`src/rtl/gray2bin_sync.sv`:
```
// gray2bin_sync: receive-side decoder for a Gray-coded counter from a foreign
// clock domain. It synchronises the bus and decodes it to binary in a two-stage
// pipeline. Each advance is reported as a valid pulse with its modular step.
// Any sample-to-sample change of more than one Gray bit is flagged and counted.
module gray2bin_sync #(
    parameter int DATA_WIDTH  = 32,
    parameter int SYNC_STAGES = 2
) (
    input  logic                  clk,
    input  logic                  rst,
    input  logic [DATA_WIDTH-1:0] gray_in,
    input  logic                  enable,
    input  logic                  clear_err,
    output logic [DATA_WIDTH-1:0] bin_out,
    output logic                  bin_valid,
    output logic [DATA_WIDTH-1:0] delta,
    output logic                  step_err,
    output logic [15:0]           err_count,
    output logic                  ready
);

    // Warm-up length in edges: sync chain, stage 1, and one absorbing stage-2 load.
    localparam int WARM_EDGES = SYNC_STAGES + 2;
    localparam int CNT_W      = $clog2(WARM_EDGES + 1);

    // Gray to binary: the MSB is copied, and each lower bit is XORed with the decoded bit above it.
    function automatic logic [DATA_WIDTH-1:0] gray2bin(input logic [DATA_WIDTH-1:0] g);
        logic [DATA_WIDTH-1:0] b;
        b[DATA_WIDTH-1] = g[DATA_WIDTH-1];
        for (int i = DATA_WIDTH - 2; i >= 0; i--) begin
            b[i] = b[i+1] ^ g[i];
        end
        return b;
    endfunction

    logic [DATA_WIDTH-1:0] sync_q [SYNC_STAGES];
    logic [DATA_WIDTH-1:0] g_s;
    logic [DATA_WIDTH-1:0] g_prev_q;
    logic [DATA_WIDTH-1:0] g_diff;
    logic                  multi_bit;
    logic [DATA_WIDTH-1:0] b1_q;
    logic                  err1_q;

    logic [DATA_WIDTH-1:0] bin_q,      bin_d;
    logic [DATA_WIDTH-1:0] delta_q,    delta_d;
    logic                  valid_q,    valid_d;
    logic                  step_err_q, step_err_d;
    logic [15:0]           err_cnt_q,  err_cnt_d;
    logic [CNT_W-1:0]      warm_cnt_q, warm_cnt_d;
    logic                  ready_q,    ready_d;

    assign g_s = sync_q[SYNC_STAGES-1];

    // x & (x - 1) clears the lowest set bit, so a non-zero result means two or more bits differ.
    assign g_diff    = g_s ^ g_prev_q;
    assign multi_bit = |(g_diff & (g_diff - DATA_WIDTH'(1)));

    // Plain flop chain for the asynchronous Gray bus, with no logic between stages.
    // NOTE: the synchroniser is a small flop array rather than a RAM, so every stage is reset to a known zero.
    always_ff @(posedge clk or posedge rst) begin
        if (rst) begin
            for (int k = 0; k < SYNC_STAGES; k++) sync_q[k] <= '0;
        end else begin
            // NOTE: non-blocking assignments make each stage take the old value of the stage before it.
            sync_q[0] <= gray_in;
            for (int k = 1; k < SYNC_STAGES; k++) sync_q[k] <= sync_q[k-1];
        end
    end

    // Stage 1 runs every cycle: decode, keep the previous sample, and detect multi-bit steps.
    always_ff @(posedge clk or posedge rst) begin
        if (rst) begin
            g_prev_q <= '0;
            b1_q     <= '0;
            err1_q   <= 1'b0;
        end else begin
            g_prev_q <= g_s;
            b1_q     <= gray2bin(g_s);
            err1_q   <= multi_bit;
        end
    end

    // Warm-up sequencing: ready rises on the WARM_EDGES-th edge after reset and then stays high.
    always_comb begin
        // NOTE: every always_comb output gets a default first, so no path can infer a latch.
        warm_cnt_d = warm_cnt_q;
        ready_d    = ready_q;
        if (!ready_q) begin
            warm_cnt_d = warm_cnt_q + 1'b1;
            if (warm_cnt_q == CNT_W'(WARM_EDGES - 1)) ready_d = 1'b1;
        end
    end

    // Stage 2 next state. Warm-up silently absorbs b1; a freeze holds value and delta.
    always_comb begin
        bin_d      = bin_q;
        delta_d    = delta_q;
        valid_d    = 1'b0;
        step_err_d = 1'b0;
        if (!ready_q) begin
            bin_d   = b1_q;
            delta_d = '0;
        end else if (enable) begin
            valid_d    = (b1_q != bin_q);
            step_err_d = err1_q;
            if (b1_q != bin_q) begin
                delta_d = b1_q - bin_q;
                bin_d   = b1_q;
            end
        end
    end

    // Saturating error counter. A synchronous clear takes priority over a coincident increment.
    always_comb begin
        err_cnt_d = err_cnt_q;
        if (clear_err) begin
            err_cnt_d = '0;
        end else if (step_err_q && (err_cnt_q != 16'hFFFF)) begin
            err_cnt_d = err_cnt_q + 16'd1;
        end
    end

    // Stage 2, error counter and warm-up registers.
    always_ff @(posedge clk or posedge rst) begin
        if (rst) begin
            bin_q      <= '0;
            delta_q    <= '0;
            valid_q    <= 1'b0;
            step_err_q <= 1'b0;
            err_cnt_q  <= '0;
            warm_cnt_q <= '0;
            ready_q    <= 1'b0;
        end else begin
            bin_q      <= bin_d;
            delta_q    <= delta_d;
            valid_q    <= valid_d;
            step_err_q <= step_err_d;
            err_cnt_q  <= err_cnt_d;
            warm_cnt_q <= warm_cnt_d;
            ready_q    <= ready_d;
        end
    end

    assign bin_out   = bin_q;
    assign delta     = delta_q;
    assign bin_valid = valid_q;
    assign step_err  = step_err_q;
    assign err_count = err_cnt_q;
    assign ready     = ready_q;

endmodule

```
`config.mk`:
```
export PLATFORM = sky130hd
export DESIGN_NAME = gray2bin_sync
export DESIGN_NICKNAME = d
export VERILOG_FILES = /design/src/rtl/gray2bin_sync.sv
export SDC_FILE = /design/constraint.sdc
export NUM_CORES = 1
export LEC_CHECK = 0
export BUFFER_PORTS_ARGS = -buffer_cell sky130_fd_sc_hd__buf_4
export CORE_ASPECT_RATIO = 1.4
export CORE_MARGIN = 3
export CORE_UTILIZATION = 35
export DETAILED_ROUTE_END_ITERATION = 16
export GPL_TIMING_DRIVEN = 0
export SLEW_MARGIN = 20
export SYNTH_ARGS = -nofsm -noshare
export SYNTH_HDL_FRONTEND = slang
export SYNTH_SLANG_ARGS = --single-unit
```
`constraint.sdc`:
```
create_clock -name clk -period 7.8 [get_ports clk]
set_input_delay 1.56 -clock clk [delete_from_list [all_inputs] [get_ports clk]]
set_output_delay 1.56 -clock clk [all_outputs]
set_load 0.01 [all_outputs]
```
Word-level counts from Yosys, hierarchy flattened --
Cells that the tools add are included.
Word-level totals: register bits 215, output and inout bits 83, word-level logic and storage cells 72
Operators by class: add/sub/neg operators 4, equal/unequal tests 5, mux-type cells 14, bitwise operators 33, reduce and logical (&&, ||, !) cells 4
Operators with widths (number):
- 32-bit two-way mux | 6
- 32-bit AND | 1
- 16-bit two-way mux | 2
- 32-bit inequality test | 1
- 32-bit OR reduction | 1
- 32-bit by 1-bit subtractor with 32-bit output (second input constant) | 1
- 32-bit subtractor | 1
- 32-bit bitwise XOR | 1
- 1-bit bitwise XOR | 31
- 16-bit by 1-bit adder with 16-bit output (second input constant) | 1
- 16-bit inequality test (second input constant) | 1
- 1-bit two-way mux | 6
- 3-bit by 1-bit adder with 3-bit output (second input constant) | 1
- 3-bit by 2-bit == test with 1-bit output (second input constant) | 1
- 2-bit by 1-bit inequality test with 1-bit output (second input constant) | 1
- 2-bit inequality test (second input constant) | 1
- 2-bit AND reduction | 1
- 2-bit nonzero test | 1
- 1-bit logical AND | 1

Logic depth before layout (Yosys ltp) --
depth in word-level cells 31, mapped depth 24

Least setup slack after synthesis --
No wires, ideal clock.
path type reg-to-reg, start point register sync_q (netlist bit g_s[31]), end point register b1_q[0], arrival time 5.270 ns, required time 7.666 ns, setup slack 2.396 ns, cell stages (with the launch flop) 21, buffers on the path 0, clock period less this slack 5.404 ns, cells stage by stage dfrtp_1 -> xor3_1 -> xor3_2 -> xor3_2 -> xor3_2 -> xor3_1 -> xor3_2 -> xor3_2 -> xor3_2 -> xnor3_2 -> xnor2_2 -> xor2_2 -> xnor2_2 -> xor2_2 -> xor2_2 -> xor2_2 -> xnor2_1 -> xor3_1 -> xnor2_2 -> xor2_2 -> xnor3_1
Between the ends: cells in the longest elaborated chain, start to end 31
RTL lines:
- start, declared | RTL line 36 | logic [DATA_WIDTH-1:0] sync_q [SYNC_STAGES];
- 1-bit bitwise XOR (31 in a row) | RTL line 31 | b[i] = b[i+1] ^ g[i];
- end signal, assigned | RTL line 78 | b1_q <= gray2bin(g_s);
- end, declared | RTL line 41 | logic [DATA_WIDTH-1:0] b1_q;
No other way between the ends. A chain may end at the register's enable or synchronous reset.

Worst setup path in the final report --
Ends and elaborated chain as after synthesis.

==> metrics <==
Placer Congestion 0.8556; most common flop cell mapped by yosys sky130_fd_sc_hd__dfrtp_1; register share of total power 34.9%; Hold Fails Final Rpt 0; cell depth of the worst min-delay path 0; Clk Latency, worst-skew pair 0.50 ns; ant diodes 0; via count of the first global-routing pass 6215; critical-path cell with the highest stage delay sky130_fd_sc_hd__xor3_1; average vias per placed instance 4.671; Min-Delay Startpoint sync_q[58]$_DFF_PP0_; Place WS 1.956 ns; wire length of the first global-routing pass 31450 um; post-detailed-route DRC marker count 0; number of nets in the synthesized netlist 862; drt wl/cell 15.16 um; Crit Reg-Reg Endpoint b1_q[0]$_DFF_PP0_; end point of the most critical hold path g_s[26]$_DFF_PP0_; violation count after the first detailed-routing iteration 176; register bit total from synthesis 214; most frequent CP cell sky130_fd_sc_hd__xor3_2; core footprint 25550 um^2; cell at the root of the clock tree sky130_fd_sc_hd__clkbuf_16; Die Wd 142.8 um; aggregate global-route resource usage 13.77%; RSZ-0062 raised after global routing no; Max-cap violations 0; P_leak 5.318 nW; family with the most delay on the worst path XOR/XNOR gates; share of post-route cells with drive strength above 1 19.28%; Hold WC Path Type flop to flop; outcome completed; list of cells traversed by the critical path xor3_1 > xor3_2 > xor3_2 > xor3_2 > xor3_1 > xor3_2 > xor3_2 > xor3_2 > xnor3_2 > xnor2_2 > xor2_2 > xnor2_2 > xor2_2 > xor2_2 > xor2_2 > xnor2_1 > xor3_1 > xnor2_2 > xor2_2 > xnor3_1; antenna violations before repair 0; final critical-path share of the clock period 74.78%; Worst Clk Skew 0.01681 ns; Crit Path Max Fanout 4; number of sinks driven by the clock tree 214; Initial Utilization 35.87%; number of nets in the layout 1005; type of the worst setup path flop to flop; Yosys cell types 53; antenna-violating nets left 0; final worst-path setup slack 1.967 ns; Die ar. 28200 um^2; Yosys warning count 0; CP startpoint kind flop; worst reg2reg path startpoint g_s[31]$_DFF_PP0_; Sw Ratio 33.39%; Via Count 5923; Mean Syn Cell Area 11.59 um^2; buffers inserted by post-CTS timing repair 0; # rows 69; ys async rst share 100.0%; Crit. path cell count 20; Worst Max-Slew Pin Slew 0.6018 ns; pin count of the biggest net entering global routing 109; Post-synth EDFFs 0; Seq/Total Area, Yosys 58.41%; overall overflow remaining after global route 0; count of buffering cells on the critical path with inverters included 0; maximum vdd ir drop 0.1593 mV; Crit path required time 8.17 ns; buffer levels on the longest clock path 3; Area Overhead vs Synth 23.52%; part of the power in combinational logic 38.7%; clock transition at the register clock pins on the worst setup and hold paths after CTS 0.06 ns; post-route worst hold slack 0.3430 ns; synthesized instance count 791; Data arrival, critical path 6.20 ns; post-layout minimum cycle time 5.833 ns; placed wire-length estimate after detailed placement 14490 um; number of I/O pins 119; post-cts gate resize count 0; Slew headroom 59.88%; Clock power frac 26.4%; number of CTS-inserted buffers 22; kind of end point of the critical path flop; switching component of the power 1.456 mW; Max H-tree Level 1; Worst path max stage delay 0.48 ns; final-report max-slew violation count 0; Die Height 197.5 um; cell count of the worst reg-to-reg path 20; count of hold-fix buffers inserted at cts 0; clock tree from TritonCTS done; Achievable Freq 171.4 MHz; mapped cell area 9168 um^2; final setup vio count 0; total wire length 19230 um; 1st-pass router iterations 4; reg2reg setup slack 1.97 ns; internal power summed over all cells 2.905 mW; Buffers on Ports 117; P per Cell Area 385.1 nW/um^2; number of fill cells in the layout 2402
logic make-up (layout without fill, tap and decap cells):
logic type,Yosys count,in the layout,synth area share [%]
XOR/XNOR,93,93,11.41
buffers and inverters,77,235,3.153
adder cells (fa/ha/maj),38,38,5.186
AO/OA/AOI/OAI,154,154,10.22
AND/OR/NAND/NOR,209,209,10.92
flip-flops,214,214,58.41
multiplexers,6,6,0.6960
routing by layer:
metal	up-vias	track usage [%]	share of wire, %
li1	2956	-	-
met1	2802	16.78	42
met2	130	24.62	51
met3	35	2.277	4.3
met4	0	4.544	2.8
met5	-	0	0
layout make-up:
type	count	area (um^2)	area share (%)
buffer	21	78.83	0.6961
clock buffer	29	658.1	5.812
clock inverter	10	157.7	1.392
inverter	56	217.7	1.923
multi-input combinational	500	3523	31.12
sequential	214	5355	47.29
tap	319	399.1	3.525
timing repair buffer	119	933.4	8.243
worst register-to-register path: cells and delay by family, from the launching register on:
family	cells	cell delay (ns)
DFF	1	0.43
xor gates and xnor gates	20	5.28
flip-flops by register name, indices dropped and copies added (netlist names), 3 cells and up:
signal      flops
g_prev_q       31
warm_cnt_q      3
b1_q           32
err_count      16
sync_q         32
bin_out        32
delta          32
g_s            32
power by group through the flow:
stage / clock [mW] / sequential (mW) / combinational, mW
floorplan: 0 / 1.57 / 1.12
global placement: 0 / 1.54 / 1.67
detailed placement: 0 / 1.55 / 1.69
CTS: 1.19 / 1.53 / 1.70
global route: 1.23 / 1.55 / 1.90
finish: 1.15 / 1.52 / 1.69
stage by stage:
step | instances | instance area, um^2 | util (%) | TNS [ns] | power [mW]
floorplan | 791 | 9168 | - | 0 | 2.690
global placement | 1227 | 10450 | 40.87 | -385.39 | 3.204
detailed placement | 1229 | 10510 | 41.12 | 0 | 3.234
CTS | 1268 | 11320 | 44.31 | 0 | 4.413
global route | 1268 | 11320 | 44.31 | 0 | 4.684
finish | 1268 | 11320 | 44.31 | 0 | 4.360
how the worst max path moves through the flow:
| stage | startpoint | endpoint | slack, ns |
|---|---|---|---|
| 2_1_floorplan | rst | b1_q[0]$_DFF_PP0_ | 0.39 |
| 6_report | g_s[31]$_DFF_PP0_ | b1_q[0]$_DFF_PP0_ | 1.97 |
| 3_5_place_dp | g_s[31]$_DFF_PP0_ | b1_q[0]$_DFF_PP0_ | 1.96 |
| 5_1_grt | g_s[31]$_DFF_PP0_ | b1_q[0]$_DFF_PP0_ | 1.62 |
| 4_1_cts | g_s[31]$_DFF_PP0_ | b1_q[0]$_DFF_PP0_ | 1.88 |
| 3_3_place_gp | rst | bin_valid$_DFF_PP0_ | -1.82 |
cells in the mapped netlist, drive strengths merged (6+ instances only):
| cell | number | area [um^2] |
|---|---|---|
| a21oi | 26 | 130.1 |
| o21ai | 67 | 335.3 |
| inv | 56 | 210.2 |
| dfrtp | 214 | 5355 |
| nand4 | 15 | 93.84 |
| xnor2 | 42 | 390.4 |
| or3 | 9 | 56.30 |
| xor3 | 9 | 221.5 |
| and3 | 6 | 37.54 |
| nand3 | 14 | 70.07 |
| a21o | 12 | 90.09 |
| nor2 | 34 | 127.6 |
| a21boi | 16 | 120.1 |
| and2 | 17 | 106.4 |
| xor2 | 40 | 387.9 |
| ha | 34 | 425.4 |
| clkbuf | 19 | 71.32 |
| nand2 | 86 | 322.8 |
| nand3b | 8 | 60.06 |
placed cells by master (no fill, tap or decap), types with 19 or more instances in the layout:
master                      synthesis  final
sky130_fd_sc_hd__dfrtp_1          214    214
sky130_fd_sc_hd__xnor2_1           39     39
sky130_fd_sc_hd__clkbuf_16          0     23
sky130_fd_sc_hd__nand2_1           86     86
sky130_fd_sc_hd__clkbuf_1          19     19
sky130_fd_sc_hd__inv_1             56     55
sky130_fd_sc_hd__xor2_1            35     35
sky130_fd_sc_hd__buf_4              0    117
sky130_fd_sc_hd__nor2_1            34     34
sky130_fd_sc_hd__o21ai_0           67     67
sky130_fd_sc_hd__a21oi_1           26     26
sky130_fd_sc_hd__ha_1              34     34
No activity file was read; power rests on OpenSTA's default activity.
